$ cat src/rtl/i2c_txn_scheduler.sv
// Arbitrates the i2c_master between a host command port and a periodic temperature poll.
// It runs one fixed-length transaction at a time and captures read data when the transaction ends.
module i2c_txn_scheduler #(
    parameter int unsigned POLL_PERIOD = 1000,
    parameter int unsigned XFER_CYCLES = 200,
    parameter logic [2:0]  SENSOR_ADR  = 3'b101
) (
    input  logic       CLK,
    input  logic       RES,
    input  logic       host_req,
    input  logic       host_rw,
    input  logic [2:0] host_adr,
    input  logic [7:0] host_wdata,
    output logic       host_ack,
    output logic       host_done,
    output logic [7:0] host_rdata,
    input  logic       poll_en,
    output logic [7:0] temp_val,
    output logic       temp_valid,
    output logic       m_start,
    output logic       m_rw,
    output logic [2:0] m_adr,
    output logic [7:0] m_wdata,
    input  logic [7:0] m_rdata,
    output logic       busy
);

    localparam int unsigned PCW = $clog2(POLL_PERIOD);
    localparam int unsigned XCW = (XFER_CYCLES > 1) ? $clog2(XFER_CYCLES) : 1;
    localparam logic [PCW-1:0] POLL_RELOAD = PCW'(POLL_PERIOD - 1);
    localparam logic [XCW-1:0] XFER_RELOAD = XCW'(XFER_CYCLES - 1);

    typedef enum logic [1:0] {IDLE, ISSUE, WAIT, CAPTURE} state_t;
    typedef enum logic {SRC_HOST, SRC_POLL} src_t;

    state_t         state, state_n;
    src_t           last_grant, last_grant_n;
    logic [XCW-1:0] wait_cnt, wait_cnt_n;
    logic [PCW-1:0] poll_cnt, poll_cnt_n;
    logic           poll_pending, poll_pending_n;
    logic           poll_grant;
    logic           poll_expire;

    logic       host_ack_n, host_done_n, temp_valid_n, m_start_n, busy_n, m_rw_n;
    logic [2:0] m_adr_n;
    logic [7:0] m_wdata_n, host_rdata_n, temp_val_n;

    // Poll timer; a same-cycle expiry outranks the clear from a poll grant
    always_comb begin
        poll_expire    = poll_en && (poll_cnt == '0);
        poll_cnt_n     = poll_cnt - PCW'(1);
        poll_pending_n = poll_pending;
        if (!poll_en) begin
            poll_cnt_n     = POLL_RELOAD;
            poll_pending_n = 1'b0;
        end else if (poll_expire) begin
            poll_cnt_n     = POLL_RELOAD;
            poll_pending_n = 1'b1;
        end else if (poll_grant) begin
            poll_pending_n = 1'b0;
        end
    end

    // Next-state and registered-output logic
    always_comb begin
        state_n      = state;
        last_grant_n = last_grant;
        wait_cnt_n   = wait_cnt;
        poll_grant   = 1'b0;
        host_ack_n   = 1'b0;
        host_done_n  = 1'b0;
        temp_valid_n = 1'b0;
        m_start_n    = 1'b0;
        m_rw_n       = m_rw;
        m_adr_n      = m_adr;
        m_wdata_n    = m_wdata;
        host_rdata_n = host_rdata;
        temp_val_n   = temp_val;

        case (state)
            IDLE: begin
                if (host_req && (!poll_pending || last_grant == SRC_POLL)) begin
                    m_rw_n       = host_rw;
                    m_adr_n      = host_adr;
                    m_wdata_n    = host_wdata;
                    last_grant_n = SRC_HOST;
                    host_ack_n   = 1'b1;
                    m_start_n    = 1'b1;
                    state_n      = ISSUE;
                end else if (poll_pending) begin
                    m_rw_n       = 1'b1;
                    m_adr_n      = SENSOR_ADR;
                    m_wdata_n    = 8'h00;
                    last_grant_n = SRC_POLL;
                    poll_grant   = 1'b1;
                    m_start_n    = 1'b1;
                    state_n      = ISSUE;
                end
            end
            ISSUE: begin
                wait_cnt_n = XFER_RELOAD;
                state_n    = WAIT;
            end
            WAIT: begin
                if (wait_cnt == '0) begin
                    // Done/valid and captured data become visible together in CAPTURE
                    state_n = CAPTURE;
                    if (last_grant == SRC_HOST) begin
                        host_done_n = 1'b1;
                        if (m_rw) host_rdata_n = m_rdata;
                    end else begin
                        temp_valid_n = 1'b1;
                        temp_val_n   = m_rdata;
                    end
                end else begin
                    wait_cnt_n = wait_cnt - XCW'(1);
                end
            end
            CAPTURE: state_n = IDLE;
            default: state_n = IDLE;
        endcase

        busy_n = (state_n != IDLE);
    end

    always_ff @(posedge CLK or posedge RES) begin
        if (RES) begin
            state        <= IDLE;
            last_grant   <= SRC_POLL;
            wait_cnt     <= '0;
            poll_cnt     <= POLL_RELOAD;
            poll_pending <= 1'b0;
            host_ack     <= 1'b0;
            host_done    <= 1'b0;
            host_rdata   <= 8'h00;
            temp_val     <= 8'h00;
            temp_valid   <= 1'b0;
            m_start      <= 1'b0;
            m_rw         <= 1'b0;
            m_adr        <= 3'b000;
            m_wdata      <= 8'h00;
            busy         <= 1'b0;
        end else begin
            state        <= state_n;
            last_grant   <= last_grant_n;
            wait_cnt     <= wait_cnt_n;
            poll_cnt     <= poll_cnt_n;
            poll_pending <= poll_pending_n;
            host_ack     <= host_ack_n;
            host_done    <= host_done_n;
            host_rdata   <= host_rdata_n;
            temp_val     <= temp_val_n;
            temp_valid   <= temp_valid_n;
            m_start      <= m_start_n;
            m_rw         <= m_rw_n;
            m_adr        <= m_adr_n;
            m_wdata      <= m_wdata_n;
            busy         <= busy_n;
        end
    end

endmodule

$ cat config.mk
export PLATFORM = sky130hd
export DESIGN_NAME = i2c_txn_scheduler
export DESIGN_NICKNAME = d
export VERILOG_FILES = /design/src/rtl/i2c_txn_scheduler.sv
export SDC_FILE = /design/constraint.sdc
export NUM_CORES = 1
export LEC_CHECK = 0
export BUFFER_PORTS_ARGS = -buffer_cell sky130_fd_sc_hd__buf_4
export CAP_MARGIN = 10
export CORE_ASPECT_RATIO = 0.6
export CORE_MARGIN = 1.5
export CORE_UTILIZATION = 53
export DETAILED_ROUTE_END_ITERATION = 7
export GPL_TIMING_DRIVEN = 0
export PLACE_DENSITY_LB_ADDON = 0.25
export REMOVE_ABC_BUFFERS = 1
export SETUP_SLACK_MARGIN = 0.02
export SYNTH_ARGS = -nofsm -noshare
export SYNTH_HDL_FRONTEND = slang
export SYNTH_SLANG_ARGS = --single-unit
$ cat constraint.sdc
create_clock -name CLK -period 2.55 [get_ports CLK]
set_input_delay 0.3825 -clock CLK [delete_from_list [all_inputs] [get_ports CLK]]
set_output_delay 0.3825 -clock CLK [all_outputs]
set_load 0.01 [all_outputs]
* Word-level counts from Yosys, hierarchy flattened
Index checks and enable logic that the tools add are counted.
** Cells by class
- Mux-type cells :: 31
- Reductions and logical operators :: 14
- Equality and inequality tests :: 5
- Bitwise operators :: 1
- Add/sub/neg operators :: 2
** Operator list (number)
- $mux 8 :: 3
- $mux 10 :: 2
- $mux 1 :: 19
- $pmux 8 s2 :: 1
- $logic_not 10->1 :: 1
- $sub 10x1->10 const B :: 1
- $logic_not 8->1 :: 1
- $pmux 2 s4 :: 1
- $sub 8x1->8 const B :: 1
- $mux 2 :: 3
- $mux 3 :: 2
- $reduce_bool 2->1 :: 3
- $eq 2x2->1 const B :: 2
- $reduce_and 2->1 :: 2
- $reduce_and 4->1 :: 1
- $ne 3x1->1 const B :: 1
- $reduce_and 3->1 :: 1
- $eq 2x1->1 const B :: 1
- $logic_and 1x1->1 :: 2
- $logic_not 2->1 :: 1
- $ne 2x2->1 const B :: 1
- $logic_not 1->1 :: 1
- $logic_or 1x1->1 :: 1
- $not 1->1 :: 1
** Word-level totals
- Input bits :: 24
- Register bits after elaboration :: 55
- Output and inout bits :: 33
- Logic and storage cells :: 68

* Logic depth before layout (Yosys ltp)
Gate-level depths: netlist of the first run.
- Depth after elaboration :: 8
- Gate-level depth with buffers :: 6

* Worst setup path after synthesis of the first run
Ideal clock, no wire load.
- Kind :: flip-flop to flip-flop
- From :: register state[0]
- To :: register wait_cnt[7]
- Cell stages (with the launch flop) :: 7
- Library setup time :: 0.069 ns
- Required time :: 2.481 ns
- Data arrival time :: 1.700 ns
- Slack :: 0.781 ns
- Buffers on the path :: 1
- Period minus slack after synthesis :: 1.769 ns
- Path through :: dfrtp_1 -> inv_1 -> ha_1 -> buf_2 -> or4b_1 -> or4_1 -> nand3_1
** On the way
- Longest elaborated chain between the ends :: 3
** RTL lines
- start, declared :: RTL line 36 : state_t state, state_n;
- start signal, assigned :: RTL line 144 : state <= state_n;
- $eq 2x2->1 / $eq 2x1->1 (equally long branches) :: RTL line 80 : case (state)
- $ne 2x2->1 (no line) / $reduce_bool 2->1 (equally long branches)
- $reduce_and 2->1 (no line)
- end signal, assigned :: RTL line 146 : wait_cnt <= wait_cnt_n;
- end, declared :: RTL line 38 : logic [XCW-1:0] wait_cnt, wait_cnt_n;
Several ways; a longest one is shown, not always the timed one.
A chain may end at the register's enable or synchronous reset.

* Worst setup path after layout of the first run
- From :: register state[0]
- To :: register wait_cnt[5]
Same word-level chain as after synthesis.

==> results.md, run 1 <==
* Placed Area at 3010 um^2
* Total die area at 5160 um^2
* Ratio of cells with drive above 1 in the final layout at 37.2%
* Critical path launch point type: register
* Combinational power share at 6.9%
* Final period util at between 70% and 80%
* Worst VDD drop at 0.409 mV
* Number of port buffers at 56
* Sum Neg Setup Slack at 0 ns
* Clock share of power at around 39%
* Highest clock rate at 0.499 GHz
* Post-CTS resize count at 0
* Hold slack at 0.0824 ns
* Die X at between 90 and 100 um
* Synth warn at 0
* Ys async rst share at 100%
* Largest net degree at the start of global routing at 36
* Hold Vio Cnt, Final at 0
* Fin crit period at 2.00 ns
* CP startpoint: state[0]$_DFF_PP0_
* DRT Pass-1 Iters at 4
* CP peak stage delay at 0.55 ns
* Max-Cap Viols at 0
* H-tree levels at 2
* Slowest stage cell on the critical path: or4b_1
* Drt initial violations at 78
* TritonCTS Buffers at 5
* EDFF count, synth at 0
* Global-route wire length before repair at 8160 um
* Power, Total at 1.70 mW
* Util after Layout at 68.8%
* CP arrival at roughly 2.2 ns
* Sequential share of power at 53.6%
* Routability Congestion at roughly 0.80
* GRT Overall Usage at 20.3%
* Status: finished, final reports clean
* Delay-heaviest family, CP: simple AND/OR/NAND/NOR gates
* Fin area at 3140 um^2
* Post-route ant nets at 0
* CP bufs+invs at 1
* # diodes at 0
* Post-Place Worst Slack at 0.607 ns
* Initial core utilization at about 55%
* Unrepaired setup endpoints after global routing: false
* Critical path class: register to register
* Switching share of power at 20.5%
* GRT overflow at 0
* Synthesized flop and latch total at 55
* Die Y at 56.2 um
* Core box area at 4560 um^2
* Leak at 1.51 nW
* Cell Area, Synth at 2500 um^2
* Rows at 19
* Worst r2r src: state[0]$_DFF_PP0_
* Critical Path RT at 2.78 ns
* Drc violations at 0
* Worst skew pair latency at 0.30 ns
* Synth unique cells at 50
* Switch Pwr at 0.348 mW
* Ys flop type: dfrtp_1
* Worst slew pin tran at 0.772 ns
* Hold-fix buffers, CTS at 0
* Worst Skew at 0.00495 ns
* DRT Wirelength at between 4000 and 5000 um
* Number of cells after detailed placement at approximately 320
* Final HPWL DP at 3630 um
* Longest Clk Path Bufs at 2
* Max FO, Critical Path at 10
* Vias in the first global route at 1,739
* Post-CTS Setup Inserts at 0
* CP Cell Sequence: inv_1, ha_1, or4b_1, a211oi_1, mux2i_1
* HP Class: primary input to async pin
* PnR worst setup slack at approximately 0.55 ns
* Internal at roughly 1.4 mW
* Final Setup Violations at 0
* Area growth syn-to-layout at 25.4%
* Max-slew violations at 0
* Clock Tree Root: clkbuf_8
* CTS sink cnt at 55
* Final Non-Filler Cells at 329
* Antenna violations before repair at 0
* Register area share after synthesis at approximately 55%
* Mean cell area of the mapped netlist at 12.2 um^2
* Fin nets at 296
* Vias/cell at 5.54
* TritonCTS clock tree: yes
* Post-Syn Instances at 205
* I/O pins at 57
* Slew HR at 48.2%
* Reg clk slew, reported paths at approximately 0.090 ns
* Post-DR wirelength/cell at between 10 and 15 um
* Worst Setup End Kind: register
* PwrDens at 541 nW/um^2
* Routed vias at approximately 1,800
==> sequential cells by signal (all words and copies together), names as in the netlist, 2 cells and up <==
register    count
poll_cnt       10
host_rdata      8
m_wdata         8
temp_val        8
wait_cnt        8
m_adr           3
state           2
==> cells in the final DEF (no fill, tap or decap), drive strengths merged, types with 2 or more instances in the layout <==
master and instances:
a22o 10, o311ai 3, nand3 2, or4 2, nor3 5, a21oi 5
nand2b 2, o21a 3, or4b 2, and3 4, xnor2 2, mux2 16
nand2 10, nor2 8, o31ai 3, nor4 2, dfstp 9, inv 14
nor2b 5, buf 57, bufinv 2, o21ai 7, a31oi 3, a21boi 2
clkbuf 6, or2 2, a211oi 2, nand4 3, nor3b 2, dfrtp 46
ha 7, o221a 2, o211ai 3, mux2i 2
==> worst reg2reg max path, cell delays in order, from the launching register on <==
cell,delay [ns]
dfrtp_1,0.42
inv_1,0.09
ha_1,0.33
or4b_1,0.55
a211oi_1,0.33
mux2i_1,0.21
==> path summary, 6_finish.rpt <==
path                                              to  slack, ns  depth (start not counted)
hold reg to reg                poll_cnt[0]$_DFF_PP1_       0.48                          1
max in group asynchronous      poll_cnt[6]$_DFF_PP1_       1.87                          3
setup reg to reg             wait_cnt[5]$_DFFE_PP0P_       0.55                          5
setup / recovery             wait_cnt[5]$_DFFE_PP0P_       0.55                          5
min in group CLK               poll_cnt[8]$_DFF_PP1_       0.26                          2
hold / removal             host_rdata[2]$_DFFE_PP0P_       0.08                          2
==> synthesized netlist by cell type (4+ instances only) <==
cell     number  share of area [%]
dfstp_2       9                9.4
dfrtp_1      46                 46
nor2b_1       5                1.2
and3_1        4                1.0
nand2_1      10                1.5
ha_1          7                3.5
nor2_1        8                1.2
a21oi_1       5                1.0
o21ai_0       6                1.2
nor3_1        5                1.0
a22o_1       10                3.5
mux2_2       16                7.2
inv_1        14                2.1
==> cells by family (layout without fill, tap and decap cells) <==
logic type | count (synthesis) | after routing | synth area share [%]
xor+xnor | 2 | 2 | 0.700
simple gates | 57 | 57 | 15.3
flops | 55 | 55 | 55.4
fa+ha+maj | 7 | 7 | 3.50
buf+inv | 18 | 79 | 2.75
compound gates | 48 | 48 | 14.3
mux | 18 | 18 | 8.00
==> layout make-up <==
class | instances | area (um^2)
sequential | 55 | 1390
fill | 367 | 1430
multi-input combinational | 132 | 1050
inverter | 14 | 52.6
timing repair buffer | 57 | 440
clock buffer | 6 | 72.6
clock inverter | 2 | 60.1
tap | 63 | 78.8
==> routing by layer <==
layer / share of wire (%) / GRT usage (%) / vias up
met4: 1.0 / 5.27 / 0
met3: 7.6 / 7.24 / 7
li1: - / - / 884
met1: 50 / 30.6 / 879
met5: 0 / 0 / -
met2: 41 / 27.8 / 54
==> power by group through the flow <==
stage	Clock (mW)	Combinational, mW	Sequential, mW
final	0.670	0.118	0.911
after global routing	0.710	0.131	0.915
after CTS	0.684	0.120	0.912
after detailed placement	0	0.120	0.928
after global placement	0	0.112	0.927
after floorplan	0	0.0455	0.932
Power figures use the tool's default switching activity.
==> inputs of run 2 (changes only) <==
Settings changed: ABC_AREA from default to 1.
Clock period 2.55 ns to 2.1 ns, I/O delays scaled along.
==> run 2 against run 1 <==
Effect of this change: non-clock buffer count stayed put; critical path depth stayed put; highest routed layer unchanged; core utilization is 0.13 points higher; clock power is 21% higher; first-iteration DRC count is 27% higher; die area is 2.0% higher; critical path type unchanged; via count is 3.5% higher; combinational power is 25% lower; largest power group unchanged; largest cell class unchanged; clock-buffer cell count is 1 lower; hold slack worse by 0.0095 ns.
==> results.md, run 2 <==
* Largest family of logic cells by synthesized area: simple AND/OR/NAND/NOR gates (unchanged)
* Vias/cell at 4.92 (was 5.54)
* Synth cell count leaders: nand2_1 (52), dfrtp_1 (46), inv_1 (35) (was dfrtp_1 (46), mux2_2 (16), inv_1 (14))
* Synth unique cells at 32 (was 50)
* Number of port buffers at 56 (unchanged)
* Compound-gate portion of the synthesized area at 12.5% (was 14.3%)
* Ys flop type: dfrtp_1 (unchanged)
* Most frequent cells in the layout: buf_4 (56), nand2_1 (52), dfrtp_1 (46), inv_1 (34), nor2_1 (24) (was buf_4 (56), dfrtp_1 (46), mux2_2 (16), inv_1 (13))
* Hold Vio Cnt, Final at 0 (unchanged)
* Vias in the first global route at 1,942 (was 1,739)
* Max FO, Critical Path at 15 (was 10)
* Final HPWL DP at 3610 um (was 3630 um)
* H-tree levels at 2 (unchanged)
* Max-slew violations at 0 (unchanged)
* Post-CTS resize count at 0 (unchanged)
* Fin area at 3180 um^2 (was 3140 um^2)
* Initial core utilization at 55.4% (was 54.9%)
* XOR/XNOR Fraction of Synth Area at 2.40% (was 0.700%)
* Die X at 92.6 um (was 91.7 um)
* Global-route wire length before repair at 8600 um (was 8160 um)
* HP Class: primary input to async pin (unchanged)
* Register area share after synthesis at 54.3% (was 55.4%)
* Post-Syn Instances at 260 (was 205)
* GRT overflow at 0 (unchanged)
* Reg clk slew, reported paths at 0.10 ns (was 0.09 ns)
* Worst skew pair latency at 0.30 ns (about the same)
* Critical path class: register to register (unchanged)
* EDFF count, synth at 0 (unchanged)
* Post-route ant nets at 0 (unchanged)
* Final Non-Filler Cells at 384 (was 329)
* Highest clock rate at 0.577 GHz (was 0.499 GHz)
* Die Y at 56.8 um (was 56.2 um)
* CP peak stage delay at 0.54 ns (was 0.55 ns)
* Biggest register: poll_cnt (unchanged)
* Area growth syn-to-layout at 24.4% (was 25.4%)
* Post-Place Worst Slack at 0.392 ns (was 0.607 ns)
* Fin nets at 351 (was 296)
* Placed Area at 3040 um^2 (was 3010 um^2)
* Post-synthesis mux area share at 0% (was 8.00%)
* Delay-heaviest family, CP: compound AO/OA/AOI/OAI gates (was simple AND/OR/NAND/NOR gates)
* Status: finished, final reports clean (unchanged)
* Worst Skew at 0.00862 ns (was 0.00495 ns)
* Max FFs per register at 10 (unchanged)
* Slowest stage cell on the critical path: o21ai_2 (was or4b_1)
* Slew HR at 58.4% (was 48.2%)
* Area contributors post-synth: dfrtp_1 (45%), dfstp_2 (9.3%), nand2_1 (7.6%) (was dfrtp_1 (46%), dfstp_2 (9.4%), mux2_2 (7.2%))
* Final Setup Violations at 0 (unchanged)
* CP bufs+invs at 1 (unchanged)
* Ys async rst share at 100% (unchanged)
* CP Cell Sequence: o21ai_2, inv_1, nor2_1, nand2_1, or2_1 (was inv_1, ha_1, or4b_1, a211oi_1, mux2i_1)
* GRT Overall Usage at 20.8% (was 20.3%)
* Yosys top cell area share at 45.1% (was 46.0%)
* CP arrival at 1.92 ns (was 2.24 ns)
* Clock Tree Root: clkbuf_8 (unchanged)
* DRT Wirelength at 4870 um (was 4880 um)
* Max-Cap Viols at 0 (unchanged)
* Post-CTS Setup Inserts at 0 (unchanged)
* Area leader, netlist: dfrtp_1 (unchanged)
* Synth warn at 0 (unchanged)
* Drc violations at 0 (unchanged)
* Final period util at 82.5% (was 78.6%)
* Largest net degree at the start of global routing at 30 (was 36)
* Routed vias at 1,888 (was 1,824)
* Critical path launch point type: register (unchanged)
* Hold-fix buffers, CTS at 0 (unchanged)
* Worst slew pin tran at 0.624 ns (was 0.772 ns)
* Unrepaired setup endpoints after global routing: false (unchanged)
* Ratio of cells with drive above 1 in the final layout at 33.3% (was 37.2%)
* Cell Area, Synth at 2550 um^2 (was 2500 um^2)
* Worst VDD drop at 0.394 mV (was 0.409 mV)
* Post-DR wirelength/cell at 12.7 um (was 14.8 um)
* Synthesized-area fraction occupied by adder cells at 3.43% (was 3.50%)
* Sum Neg Setup Slack at 0 ns (unchanged)
* Worst Setup End Kind: register (unchanged)
* TritonCTS clock tree: yes (unchanged)
* Synthesized flop and latch total at 55 (unchanged)
* FF-to-FF setup slack at 0.37 ns (was 0.55 ns)
* PwrDens at 619 nW/um^2 (was 541 nW/um^2)
* TritonCTS Buffers at 5 (unchanged)
* DRT Pass-1 Iters at 4 (unchanged)
* Longest Clk Path Bufs at 2 (unchanged)
* Rows at 19 (unchanged)
* Critical Path RT at 2.29 ns (was 2.78 ns)
* Routability Congestion at 0.838 (was 0.795)
* # diodes at 0 (unchanged)
* I/O pins at 57 (unchanged)
* Fin crit period at 1.73 ns (was 2.00 ns)
* Leak at 1.67 nW (was 1.51 nW)
* Count leader, synth: nand2_1 (was dfrtp_1)
* Core box area at 4610 um^2 (was 4560 um^2)
* Drt initial violations at 99 (was 78)
* Mean cell area of the mapped netlist at 9.83 um^2 (was 12.2 um^2)
* Post-synthesis simple-gate area fraction at 20.8% (was 15.3%)
* PnR worst setup slack at 0.368 ns (was 0.547 ns)
* Number of cells after detailed placement at 376 (was 321)
* Commonest non-fill, non-tap cell in the layout: buf_4 (unchanged)
* Antenna violations before repair at 0 (unchanged)
* Total die area at 5260 um^2 (was 5160 um^2)
* CTS sink cnt at 55 (unchanged)
-- run 2: area by class of cell --
class	count	area (um^2)
Clock buffer	5	68.8
Clock inverter	3	67.6
Fill cell	386	1430
Inverter	36	135
Multi-Input combinational cell	165	1000
Sequential cell	55	1390
Tap cell	63	78.8
Timing Repair Buffer	57	440
-- run 2: path summary, 6_finish.rpt --
| kind | startpoint | endpoint | cells after the start |
|---|---|---|---|
| worst max-delay path | poll_pending$_DFFE_PP0P_ | busy$_DFF_PP0_ | 5 |
| worst min-delay path | RES | temp_val[4]$_DFFE_PP0P_ | 2 |
| worst max register to register | poll_pending$_DFFE_PP0P_ | busy$_DFF_PP0_ | 5 |
| worst min register to register | poll_cnt[0]$_DFF_PP1_ | poll_cnt[0]$_DFF_PP1_ | 1 |
| max in group asynchronous | RES | poll_cnt[8]$_DFF_PP1_ | 3 |
| min in group CLK | host_wdata[6] | m_wdata[6]$_DFFE_PP0P_ | 2 |
-- run 2: report_power, final --
group / internal (mW) / switching, mW / total, mW
combinational: 0.0390 / 0.0490 / 0.0880
clock: 0.475 / 0.334 / 0.809
sequential: 1.07 / 0.00321 / 1.07
-- run 2: cell families after synthesis --
| family | after synthesis |
|---|---|
| buffers and inverters | 40 |
| DFF | 55 |
| adders and majority gates | 7 |
| and+or+nand+nor | 109 |
| AOI/OAI and AO/OA | 42 |
| xor gates and xnor gates | 7 |
-- run 2: per-stage QoR --
stage,utilization (%),hold WS [ns],power [mW]
after floorplan,-,0.436,1.13
after CTS,68.9,0.0822,1.99
after global routing,68.9,0.0967,2.04
after detailed placement,66.0,0.416,1.18
after global placement,65.5,0.446,1.17
final,68.9,0.0729,1.97
-- run 2: layer usage --
layer	up-vias	track usage, %	share of wire (%)
met4	0	4.98	0.53
met2	41	31.0	43
met1	885	30.5	51
met5	-	0	0
met3	5	5.56	5.4
li1	957	-	-
==> inputs of run 3 (changes only) <==
Settings changed: CORE_UTILIZATION 53 to 48.
Clock period 2.1 ns to 1.4 ns, I/O delays scaled along.
==> run 3 against run 2 <==
Effect of this change: the flow now finishes with violations (setup timing); combinational power grew 88%; non-clock buffer count grew 25; core utilization grew 3.1 points; design area grew 16%; power grew 48%; die area grew 10%; critical path depth grew 3; clock power grew 41%; sequential power grew 50%; clock-buffer cell count grew 1; register-to-register slack lost 0.44 ns; fmax grew 18%.
==> results.md, run 3 (synthesized netlist as in run 2, its figures left out) <==
* Max-Cap Viols at 0 (unchanged)
* TritonCTS clock tree: yes (unchanged)
* Drc violations at 0 (unchanged)
* Worst slew pin tran at 0.508 ns (was 0.624 ns)
* GRT overflow at 0 (unchanged)
* Hold Vio Cnt, Final at 0 (unchanged)
* Die Y at 59.5 um (was 56.8 um)
* Switch Pwr at 0.639 mW (was 0.386 mW)
* Drt initial violations at 93 (was 99)
* Max-slew violations at 0 (unchanged)
* Commonest non-fill, non-tap cell in the layout: buf_4 (unchanged)
* Clock Tree Root: clkbuf_8 (unchanged)
* Worst VDD drop at 0.511 mV (was 0.394 mV)
* Rows at 20 (was 19)
* Slew HR at 66.0% (was 58.4%)
* Failing checks: setup timing
* Longest Clk Path Bufs at 2 (unchanged)
* Area growth syn-to-layout at 43.9% (was 24.4%)
* Internal at 2.27 mW (was 1.58 mW)
* Routed vias at 2,060 (was 1,888)
* Global-route wire length before repair at 9180 um (was 8600 um)
* Worst Setup End Kind: register (unchanged)
* Worst skew pair latency at 0.31 ns (was 0.30 ns)
* Highest clock rate at 0.679 GHz (was 0.577 GHz)
* H-tree levels at 2 (unchanged)
* Leak at 1.82 nW (was 1.67 nW)
* TritonCTS Buffers at 5 (unchanged)
* Status: complete, but fails checks (was finished, final reports clean)
* CTS sink cnt at 55 (unchanged)
* Grt met3 use at 4.72% (was 5.56%)
* M1 GR Usage at 29.8% (was 30.5%)
* Most frequent cells in the layout: buf_4 (72), dfrtp_1 (43), nand2_1 (36), inv_1 (27), nor2_1 (22) (was buf_4 (56), nand2_1 (52), dfrtp_1 (46), inv_1 (34), nor2_1 (24))
* Post-route ant nets at 0 (unchanged)
* Final HPWL DP at 3620 um (was 3610 um)
* Number of port buffers at 56 (unchanged)
* Met2 usage at 31.7% (was 31.0%)
* PnR worst setup slack at -0.0722 ns (was 0.368 ns)
* # diodes at 0 (unchanged)
* I/O pins at 57 (unchanged)
* Critical path launch point type: register (unchanged)
* Reg clk slew, reported paths at 0.10 ns (about the same)
* # fillers at 370 (was 386)
* Core box area at 5100 um^2 (was 4610 um^2)
* Post-DR wirelength/cell at 14.7 um (was 12.7 um)
* Critical Path RT at 1.61 ns (was 2.29 ns)
* Die X at 97.2 um (was 92.6 um)
* Max FFs per register at 10 (unchanged)
* Unrepaired setup endpoints after global routing: true (was false)
* CP startpoint: wait_cnt[0]$_DFFE_PP0P_ (was poll_pending$_DFFE_PP0P_)
* Clock share of power at 39.1% (was 41.1%)
* Fin crit period at 1.47 ns (was 1.73 ns)
* HP Class: primary input to register (was primary input to async pin)
* PwrDens at 791 nW/um^2 (was 619 nW/um^2)
* Sequential share of power at 55.2% (was 54.4%)
* CP arrival at 1.68 ns (was 1.92 ns)
* Routability Congestion at 0.843 (was 0.838)
* Util after Layout at 72.0% (was 68.9%)
* Total die area at 5780 um^2 (was 5260 um^2)
* Vias/cell at 4.99 (was 4.92)
* Final period util at 105% (was 82.5%)
* Min-delay src: host_wdata[2]
* Fin nets at 377 (was 351)
* Ratio of cells with drive above 1 in the final layout at 48.4% (was 33.3%)
* Largest net degree at the start of global routing at 35 (was 30)
* Combinational power share at 5.7% (was 4.5%)
* Number of cells after detailed placement at 379 (was 376)
* Critical path class: register to register (unchanged)
* Top Usage Layer GRT: met2 (unchanged)
* Switching share of power at 22.0% (was 19.6%)
* Antenna violations before repair at 0 (unchanged)
* Final Non-Filler Cells at 413 (was 384)
* DRT Pass-1 Iters at 4 (unchanged)
* GRT Overall Usage at 20.5% (was 20.8%)
* Max FO, Critical Path at 5 (was 15)
* Final Setup Violations at 21 (was 0)
* Biggest register: poll_cnt (unchanged)
* Worst r2r src: wait_cnt[0]$_DFFE_PP0P_ (was poll_pending$_DFFE_PP0P_)
* DRT Wirelength at 6080 um (was 4870 um)
* Worst Skew at 0.00983 ns (was 0.00862 ns)
* Initial core utilization at 50.0% (was 55.4%)
* Vias in the first global route at 1,920 (was 1,942)
[run 3: changes by cell type in the layout (fill, tap and decap cells not counted), moves of 4 or more]
cell / previous run / this run
inv_2: 2 / 8
nand2_4: 1 / 10
nand3_1: 14 / 10
nand2_2: 2 / 8
ha_4: 0 / 4
inv_1: 34 / 27
ha_1: 7 / 3
buf_4: 56 / 72
nand2_1: 52 / 36
[run 3: stage by stage]
step	power (mW)	setup slack (ns)	area (um^2)	hold WS [ns]	setup TNS, ns
finish	2.91	-0.0722	3680	0.103	-0.865
CTS	2.89	-0.0378	3440	0.0983	-0.233
detailed placement	1.77	-0.312	3050	0.259	-7.46
global placement	1.76	-0.850	3030	0.427	-48.63
global route	2.99	-0.144	3680	0.0995	-2.46
floorplan	1.70	-0.138	2520	0.343	-7.23
[run 3: power groups by stage]
stage,Combinational [mW],Sequential (mW),Clock (mW)
2_1_floorplan,0.0603,1.63,0
3_3_place_gp,0.126,1.64,0
3_5_place_dp,0.136,1.64,0
4_1_cts,0.150,1.61,1.13
5_1_grt,0.185,1.61,1.20
6_report,0.165,1.61,1.14
[run 3: final cells by class]
class,instances,area [um^2],share of cell area (%)
Tap cell,66,82.6,2.25
Multi-Input combinational cell,166,1230,33.4
Sequential cell,55,1390,37.8
Inverter,36,138,3.74
Clock buffer,6,82.6,2.25
Clock inverter,2,38.8,1.06
Timing Repair Buffer,82,717,19.5
[run 3: what timing repair did]
action,4_1_cts,5_1_grt
cloned,2,1
pin swaps,2,7
resized for setup,25,39
hold endpoints to repair,16,0
setup buffers,15,7
hold buffers,1,0
endpoints found under the setup margin,50,47
[run 3: critical path, stage by stage (launching register included)]
cell and delay (ns):
dfrtp_1 0.42, inv_2 0.09, ha_4 0.14, nand3_4 0.10, buf_4 0.16, o21ai_4 0.21
nand2_2 0.11, nand2_1 0.09, nand2_1 0.05
[run 3: final timing paths]
check,endpoint,slack [ns],depth (start not counted)
worst min-delay path,m_wdata[2]$_DFFE_PP0P_,0.10,2
worst max register to register,wait_cnt[7]$_DFFE_PP0P_,-0.07,8
worst min register to register,host_rdata[4]$_DFFE_PP0P_,0.50,2
min in group asynchronous,m_wdata[4]$_DFFE_PP0P_,0.47,3
worst max-delay path,wait_cnt[7]$_DFFE_PP0P_,-0.07,8
max in group asynchronous,poll_cnt[7]$_DFF_PP1_,0.33,4
[run 3: per-layer routing]
| layer | vias up | share of wire, % |
|---|---|---|
| li1 | 1003 | - |
| met1 | 980 | 47 |
| met2 | 69 | 44 |
| met3 | 8 | 6.8 |
| met4 | 0 | 1.7 |
| met5 | - | 0 |
